==> src/rtl/jtdd_sdram_sched_pkg.sv <==
// Shared types and constants for the jtdd SDRAM ROM-slot scheduler.
package jtdd_sched_pkg;

    localparam int unsigned DW = 32;

    typedef enum logic [1:0] {
        IDLE = 2'd0,
        REQ  = 2'd1,
        WAIT = 2'd2
    } state_t;

    // Width of a counter that must be able to hold the value tout.
    function automatic int unsigned cnt_w(input int unsigned tout);
        return (tout < 1) ? 1 : $clog2(tout + 1);
    endfunction

endpackage

==> src/rtl/jtdd_sdram_sched_if.sv <==
// Slot-side ROM buses plus the jtframe SDRAM read port, bundled for the scheduler.
interface jtdd_sdram_sched_if #(
    parameter int unsigned SLOTS = 4,
    parameter int unsigned AW    = 22
) ();

    logic [SLOTS-1:0]                     slot_cs;
    logic [SLOTS*AW-1:0]                  slot_addr;
    logic [SLOTS*jtdd_sched_pkg::DW-1:0]  slot_dout;
    logic [SLOTS-1:0]                     slot_ok;
    logic                                 sdram_req;
    logic [AW-1:0]                        sdram_addr;
    logic                                 sdram_ack;
    logic                                 data_rdy;
    logic [jtdd_sched_pkg::DW-1:0]        data_read;

    modport master (
        input  slot_cs, slot_addr, sdram_ack, data_rdy, data_read,
        output slot_dout, slot_ok, sdram_req, sdram_addr
    );

    modport slave (
        output slot_cs, slot_addr, sdram_ack, data_rdy, data_read,
        input  slot_dout, slot_ok, sdram_req, sdram_addr
    );

endinterface

==> src/rtl/jtdd_sdram_sched_rr.sv <==
// Round-robin picker: first pending slot at or above rr, wrapping at SLOTS.
module jtdd_sched_rr #(
    parameter  int unsigned SLOTS = 4,
    localparam int unsigned GW    = $clog2(SLOTS)
) (
    input  logic [SLOTS-1:0] pend,
    input  logic [GW-1:0]    rr,
    output logic [GW-1:0]    gnt,
    output logic             any_pend
);

    int unsigned idx;

    always_comb begin
        gnt      = '0;
        any_pend = 1'b0;
        idx      = 0;
        for (int unsigned k = 0; k < SLOTS; k++) begin
            idx = (32'(rr) + k) % SLOTS;
            if (!any_pend && pend[GW'(idx)]) begin
                gnt      = GW'(idx);
                any_pend = 1'b1;
            end
        end
    end

endmodule

==> src/rtl/jtdd_sdram_sched.sv <==
// Shares one SDRAM read port between SLOTS ROM requesters, each backed by a
// one-word tagged buffer that is refetched on an address miss.
module jtdd_sdram_sched
    import jtdd_sched_pkg::*;
#(
    parameter int unsigned SLOTS = 4,
    parameter int unsigned AW    = 22,
    parameter int unsigned TOUT  = 63
) (
    input  logic              clk,
    input  logic              rstn,
    input  logic              downloading,
    jtdd_sdram_sched_if.master bus
);

    localparam int unsigned GW = $clog2(SLOTS);
    localparam int unsigned CW = cnt_w(TOUT);

    state_t           state, state_d;
    logic [GW-1:0]    gnt_q, gnt_d, rr_q, rr_d, pick;
    logic [CW-1:0]    cnt_q, cnt_d;
    logic             req_q, req_d;
    logic [AW-1:0]    addr_q, addr_d;
    logic             wr;
    logic             any_pend;
    logic [SLOTS-1:0] valid_q, hit, pend;
    logic [AW-1:0]    saddr  [SLOTS];
    logic [AW-1:0]    tag_q  [SLOTS];
    logic [DW-1:0]    dout_q [SLOTS];

    for (genvar i = 0; i < SLOTS; i++) begin : g_slot
        assign saddr[i] = bus.slot_addr[i*AW +: AW];
        assign hit[i]   = valid_q[i] && (tag_q[i] == saddr[i]);
        assign bus.slot_dout[i*DW +: DW] = dout_q[i];
    end

    assign pend           = bus.slot_cs & ~hit;
    assign bus.slot_ok    = bus.slot_cs & hit;
    assign bus.sdram_req  = req_q;
    assign bus.sdram_addr = addr_q;

    jtdd_sched_rr #(.SLOTS(SLOTS)) u_rr (
        .pend     (pend),
        .rr       (rr_q),
        .gnt      (pick),
        .any_pend (any_pend)
    );

    // Next-state and access control
    always_comb begin
        state_d = state;
        gnt_d   = gnt_q;
        rr_d    = rr_q;
        cnt_d   = cnt_q;
        req_d   = req_q;
        addr_d  = addr_q;
        wr      = 1'b0;
        case (state)
            IDLE: begin
                if (!downloading && any_pend) begin
                    gnt_d   = pick;
                    addr_d  = saddr[pick];
                    req_d   = 1'b1;
                    state_d = REQ;
                end
            end
            REQ: begin
                if (bus.sdram_ack) begin
                    req_d   = 1'b0;
                    cnt_d   = '0;
                    state_d = WAIT;
                end
            end
            WAIT: begin
                if (bus.data_rdy) begin
                    wr      = 1'b1;
                    rr_d    = (gnt_q == GW'(SLOTS-1)) ? '0 : gnt_q + GW'(1);
                    state_d = IDLE;
                end else if (cnt_q == CW'(TOUT)) begin
                    // abandoned access: rr untouched so the same slot wins again
                    state_d = IDLE;
                end else begin
                    cnt_d = cnt_q + CW'(1);
                end
            end
            default: state_d = IDLE;
        endcase
    end

    always_ff @(posedge clk) begin
        if (!rstn) begin
            state  <= IDLE;
            gnt_q  <= '0;
            rr_q   <= '0;
            cnt_q  <= '0;
            req_q  <= 1'b0;
            addr_q <= '0;
        end else begin
            state  <= state_d;
            gnt_q  <= gnt_d;
            rr_q   <= rr_d;
            cnt_q  <= cnt_d;
            req_q  <= req_d;
            addr_q <= addr_d;
        end
    end

    // Slot buffers; a download invalidates everything, including a landing write
    always_ff @(posedge clk) begin
        if (!rstn) begin
            valid_q <= '0;
            for (int i = 0; i < SLOTS; i++) begin
                tag_q[i]  <= '0;
                dout_q[i] <= '0;
            end
        end else begin
            if (wr) begin
                dout_q[gnt_q] <= bus.data_read;
                tag_q[gnt_q]  <= addr_q;
            end
            if (downloading) begin
                valid_q <= '0;
            end else if (wr) begin
                valid_q[gnt_q] <= 1'b1;
            end
        end
    end

endmodule

==> src/flat_wrapper.sv <==
// flat-port wrapper written by rule: the top's interface ports become plain ports
module jtdd_sdram_sched_flat import jtdd_sched_pkg::*;
#(
    parameter int unsigned SLOTS = 4,
    parameter int unsigned AW    = 22,
    parameter int unsigned TOUT  = 63
)
  (clk, rstn, downloading, bus_slot_cs, bus_slot_addr, bus_sdram_ack, bus_data_rdy, bus_data_read, bus_slot_dout, bus_slot_ok, bus_sdram_req, bus_sdram_addr);
  jtdd_sdram_sched_if #(.SLOTS(SLOTS), .AW(AW)) bus_i ();
  input  logic clk;
  input  logic rstn;
  input  logic downloading;
  input wire logic [$bits(bus_i.slot_cs)-1:0] bus_slot_cs;
  input wire logic [$bits(bus_i.slot_addr)-1:0] bus_slot_addr;
  input wire logic [$bits(bus_i.sdram_ack)-1:0] bus_sdram_ack;
  input wire logic [$bits(bus_i.data_rdy)-1:0] bus_data_rdy;
  input wire logic [$bits(bus_i.data_read)-1:0] bus_data_read;
  output wire logic [$bits(bus_i.slot_dout)-1:0] bus_slot_dout;
  output wire logic [$bits(bus_i.slot_ok)-1:0] bus_slot_ok;
  output wire logic [$bits(bus_i.sdram_req)-1:0] bus_sdram_req;
  output wire logic [$bits(bus_i.sdram_addr)-1:0] bus_sdram_addr;
  assign bus_i.slot_cs = bus_slot_cs;
  assign bus_i.slot_addr = bus_slot_addr;
  assign bus_i.sdram_ack = bus_sdram_ack;
  assign bus_i.data_rdy = bus_data_rdy;
  assign bus_i.data_read = bus_data_read;
  assign bus_slot_dout = bus_i.slot_dout;
  assign bus_slot_ok = bus_i.slot_ok;
  assign bus_sdram_req = bus_i.sdram_req;
  assign bus_sdram_addr = bus_i.sdram_addr;
  jtdd_sdram_sched #(.SLOTS(SLOTS), .AW(AW), .TOUT(TOUT)) u_core (.clk(clk), .rstn(rstn), .downloading(downloading), .bus(bus_i));
endmodule
==> config.mk <==
export PLATFORM = sky130hd
export DESIGN_NAME = jtdd_sdram_sched_flat
export DESIGN_NICKNAME = d
export VERILOG_FILES = /design/src/rtl/jtdd_sdram_sched_pkg.sv /design/src/rtl/jtdd_sdram_sched_if.sv /design/src/rtl/jtdd_sdram_sched_rr.sv /design/src/rtl/jtdd_sdram_sched.sv /design/src/flat_wrapper.sv
export SDC_FILE = /design/constraint.sdc
export NUM_CORES = 1
export LEC_CHECK = 0
export ABC_AREA = 1
export CORE_UTILIZATION = 46
export CTS_CLUSTER_DIAMETER = 50
export CTS_CLUSTER_SIZE = 28
export DETAILED_ROUTE_END_ITERATION = 16
export GPL_TIMING_DRIVEN = 0
export PLACE_DENSITY = 0.78
export SLEW_MARGIN = 20
export SYNTH_ARGS = -nofsm -noshare
export SYNTH_HDL_FRONTEND = slang
export SYNTH_SLANG_ARGS = --single-unit
==> constraint.sdc <==
create_clock -name clk -period 2.94 [get_ports clk]
set_clock_uncertainty 0.1 [all_clocks]
set_input_delay 0.294 -clock clk [delete_from_list [all_inputs] [get_ports clk]]
set_output_delay 0.294 -clock clk [all_outputs]
set_load 0.005 [all_outputs]
* Word-level counts from Yosys, hierarchy flattened
Memory sizes are Yosys's and may differ from the RTL's. Index checks and enable logic that the tools add are counted.
Word-level totals: bits in registers 39, latch bits 0, memory bits (writable) 216, memory bits (read-only) 0, word-level logic and storage cells 110, memories 2
Operators by class: $add $sub $neg 5, $mul 0, divide/modulo/power cells 0, magnitude comparators 7, equality and inequality tests 13, shift-type cells 0, muxes and demuxes 46, bitwise logic cells 6, reduce and logical (&&, ||, !) cells 24
Memory list:
- u_core.dout_q | words 4, bits a word 32, rd ports 4, clocked after Yosys merged registers in 0, wr ports 4, line jtdd_sdram_sched.sv:29 | logic [DW-1:0] dout_q [SLOTS];
- u_core.tag_q | words 4, bits a word 22, rd ports 4, clocked after Yosys merged registers in 0, wr ports 4, line jtdd_sdram_sched.sv:28 | logic [AW-1:0] tag_q [SLOTS];
Operator list (count):
- 22-bit == test | 4
- 22-bit 2-to-1 mux | 3
- 22-bit binary-select mux with 2-bit select | 1
- 32-bit 2-to-1 mux | 1
- 32-bit OR reduction | 1
- 2-bit 2-to-1 mux | 11
- 22-bit OR reduction | 1
- 1-bit 2-to-1 mux | 19
- 6-bit 2-to-1 mux | 3
- 2-bit by 3-bit less-than comparator with 1-bit output, second input constant | 5
- 6-bit case mux with 2 select lines | 1
- 1-bit logical AND | 9
- 4-bit AND | 2
- 1-bit binary-select mux with 2-bit select | 4
- 6-bit by 1-bit adder with 6-bit output, second input constant | 1
- 6-bit == test, second input constant | 1
- 2-bit inequality test, second input constant | 3
- 2-bit case mux with 3 select lines | 1
- 3-bit AND reduction | 2
- 2-bit by 1-bit adder with 2-bit output, second input constant | 2
- 2-bit adder, second input constant | 2
- 2-bit == test, second input constant | 2
- 1-bit logical NOT | 4
- 4-bit inverter | 1
- other kinds (15) | 17

* Logic depth before layout (Yosys ltp)
An unclocked memory read counts as a cell.
word-level depth 21, depth in mapped cells 21, depth with buffers taken out 20

* Modules after synthesis
From an unflattened synthesis, not the netlist that was laid out.
Second synthesis, totals: cells, all modules 1379, area total of the unflattened synthesis 12076.6 sq um
By module, submodules not included:
- jtdd_sdram_sched | times used 1, cells an instance 1320, area each 11757.5 sq um
- jtdd_sched_rr | times used 1, cells an instance 59, area each 319.1 sq um

* Worst setup path before layout
No wires, ideal clock.
path kind register -> register, start point register u_core.state[1], end point memory u_core.dout_q[2][0], enable pin, library setup time 0.413 ns, data arrival time 2.701 ns, data required time 2.427 ns, path slack -0.274 ns, cell stages (with the launch flop) 12, buffers on the path 1, path through dfxtp_1 inv_1 nor2_1 inv_1 nor2_1 inv_1 nor2_1 inv_1 nor2_1 nand2_1 clkbuf_1 nand2_1
RTL lines:
- from (decl) | line jtdd_sdram_sched.sv:19 | state_t state, state_d;
- from (signal assigned) | line jtdd_sdram_sched.sv:99 | state <= state_d;
- to (decl) | line jtdd_sdram_sched.sv:29

==> key figures <==
Pwr
  • Power density over cell area: 506 mW/mm^2
  • Tot Pwr: 0.00828 W
  • VDD IR max: 0.000543 V
  • Leak: 7.12 nW

Yosys
  • Simple-Gate Fraction of Synth Area: 0.260
  • Sequential share of the synthesized area: 0.602
  • Yosys top cell area share: 0.538
  • Top cells by area, synth: edfxtp_1, nand2_1, nor2_1
  • Synth Register Bits: 255
  • Synth Area in Adders: 0.00518
  • Post-synthesis cell area: 0.0121 mm^2
  • Mapped Cells: 1393
  • Mux share of post-synthesis cell area: 0
  • Compound-gate portion of the synthesized area: 0.0275
  • Avg Inst Size Synth: 8.66 um^2
  • Distinct cells, synth: 29
  • Synth warn: 0
  • Post-Syn Nets: 1527
  • Post-Synth XOR/XNOR Area: 0.00798
  • Largest family of logic cells by synthesized area: simple AND/OR/NAND/NOR gates
  • Cell accounting for the most synthesized area: edfxtp_1

Placed design
  • Placed Cells: 2009
  • Number of input and output port buffers inserted: 282
  • Area post-placement: 0.0154 mm^2
  • Final HPWL DP: 28.6 mm
  • GP Congestion: 0.986

Clock network
  • TritonCTS clock tree: yes
  • CTS buffer count: 20
  • Clock sink total: 255
  • Worst skew pair latency: 0.52 ns
  • Clock Path Buffers: 3
  • CTS clock-pin slew for the worst setup and hold paths: 0.08 ns
  • CTS Hold Bufs: 0
  • H-tree depth: 1
  • Root Driver: clkbuf_16

Routing
  • Post-route ant nets: 0
  • Vias per cell: 5.15
  • DRT Pass-1 Iters: 8
  • Drt total wl: 39.0 mm
  • Per-cell routed wire length: 19.0 um
  • Vias after detailed routing: 10600
  • DR iter-0 viols: 992
  • DRC errors left: 0

Die
  • Die area: 0.0269 mm^2
  • Core ar.: 0.0255 mm^2
  • Initial Util: 0.474
  • Die Ht: 164 um
  • Die width: 164 um
  • Number of I/O pins: 284
  • Row count: 58

Finish
  • Nets: 1841
  • Most common cell after layout, fill and taps aside: nand2_1
  • Fillers: 2019
  • Finished Cell Area: 0.0164 mm^2
  • Layout area overhead: 35.7%
  • Post-route insts no fill: 2054
  • Layout cell share with drive strength beyond 1: 0.0738
  • Most frequent cells in the layout: nand2_1, clkdlybuf4s50_1, nor2_1

STA
  • Hold_ws: 0.202 ns
  • Final period utilization: 0.985
  • Fmax: 0.345 GHz
  • Max-slew violations: 0
  • Least-Margin Pin Slew: 0.857 ns
  • RSZ-0062 raised after global routing: yes
  • Final setup viols: 0
  • Sum of negative setup slack: 0 ns
  • Hold Fails Final Rpt: 0
  • Rel. slew slack: 0.429
  • Crit path time final: 2.90 ns

Worst setup path
  • Critical Path AT: 3.20 ns
  • Reg2reg end: u_core.bus.sdram_addr[0]
  • CP required: 3.24 ns
  • Worst R2R Path Depth: 17
  • Worst setup EP type: flop
  • Crit start category: flop
  • Critical path type: reg2reg
  • Max Fanout on Critical Path: 10
  • R2R Setup Slk: 0.04 ns
  • Reg2reg start: u_core.tag_q[3][10]
  • CP endpoint: u_core.bus.sdram_addr[0]
  • Critical path origin: u_core.tag_q[3][10]

GRT
  • Largest net degree at the start of global routing: 52
  • Global route overflow: 0
  • GRT Resource Usage Total: 0.287
  • First-pass GRT wire length: 56.8 mm
  • Vias in the first global route: 10300
  • Initial antenna violation count: 4

Run
  • Max Cap Violations: 0

Hold path
  • Worst Hold Depth: 3
  • Min-Delay Path Class: in2reg

Outcome
  • Outcome: complete, no violations
==> Yosys cell counts <==
cell type	instances
nand2_1	313
nor2_1	287
inv_1	237
edfxtp_1	216
nand3_1	94
nand4_1	48
dfxtp_1	39
a21oi_1	35
clkbuf_1	30
o21ai_0	21
inv_2	16
buf_2	13
xnor2_1	10
ha_1	5
buf_4	4
nor3_1	4
o21ai_1	4
nand2_2	3
buf_1	2
nand3_2	2
or2_2	2
a31oi_1	1
clkinv_1	1
nand3_4	1
nand4_4	1
nor3b_1	1
o21ai_4	1
o32ai_1	1
xor2_1	1
==> per-layer routing <==
layer  global-route usage  wire length (um)  vias to the layer above
met5                    0                13                        -
met4                0.117              1600                        2
met3               0.0891              4710                       92
met2                0.487             18400                      575
met1                0.337             14200                     4867
li1                     -                 -                     5042
==> state kept, by name, summed over array words and instances, names as in the netlist, 2 cells and up <==
signal                 count
u_core.bus.sdram_addr     22
u_core.dout_q            128
u_core.cnt_q               6
u_core.rr_q                2
u_core.tag_q              88
u_core.valid_q             4
u_core.gnt_q               2
u_core.state               2
==> kinds of logic (layout without fill, tap and decap cells) <==
logic type,after synthesis,after routing
AND/OR/NAND/NOR,756,757
buffers and inverters,303,630
flip-flops,255,255
AO/OA/AOI/OAI,63,63
XOR/XNOR,11,11
adder cells (fa/ha/maj),5,5
other,0,3
==> worst min path at each step <==
stage / slack [ns] / endpoint / startpoint
after floorplan: 0.33 / u_core.valid_q[0] / u_core.valid_q[0]
after global placement: 0.35 / u_core.bus.sdram_req / u_core.bus.sdram_req
after detailed placement: 0.37 / u_core.valid_q[0] / u_core.valid_q[0]
after CTS: 0.29 / u_core.gnt_q[1] / rstn
after global routing: 0.23 / u_core.gnt_q[0] / rstn
final: 0.20 / u_core.gnt_q[1] / rstn
==> per-stage QoR <==
step / setup WS [ns] / util
finish: 0.0447 / 0.643
floorplan: -0.274 / -
detailed placement: -0.636 / 0.606
global route: -0.0831 / 0.643
CTS: 0.0395 / 0.638
global placement: -2.00 / 0.601
==> final cells by class <==
type | instances | area, um^2 | area share
buffer | 46 | 248 | 0.0151
multi-input combinational | 836 | 3800 | 0.232
tap | 330 | 413 | 0.0252
timing repair buffer | 294 | 3010 | 0.183
clock inverter | 11 | 119 | 0.00726
antenna | 3 | 7.51 | 0.000458
sequential | 255 | 7270 | 0.444
inverter | 254 | 956 | 0.0584
clock buffer | 25 | 561 | 0.0342
==> worst max-delay path, stage by stage, from the launching register on <==
cell	delay, ns
edfxtp_1	0.41
xnor2_2	0.23
nand3_1	0.16
nor2_2	0.15
nand3_2	0.20
nand3_2	0.18
nand3_1	0.10
nand2_2	0.14
nand2_2	0.11
nand2_2	0.10
nand2_4	0.12
nand3_4	0.16
buf_6	0.17
nand2_1	0.06
nand3_1	0.11
nand3_1	0.13
nand2_1	0.10
inv_1	0.04
==> power by group <==
part / internal (W) / switching [W] / leakage [nW]
registers: 0.00407 / 0.0000914 / 2.55
clock network: 0.00143 / 0.00139 / 0.338
logic: 0.000568 / 0.000735 / 4.24
==> repair_timing <==
item	4_1_cts	5_1_grt
gates resized for setup	19	40
gates cloned	0	1
setup buffers	5	3
pin swaps	1	4
endpoints found under the setup margin	159	169
No activity file was read; power rests on OpenSTA's default activity.
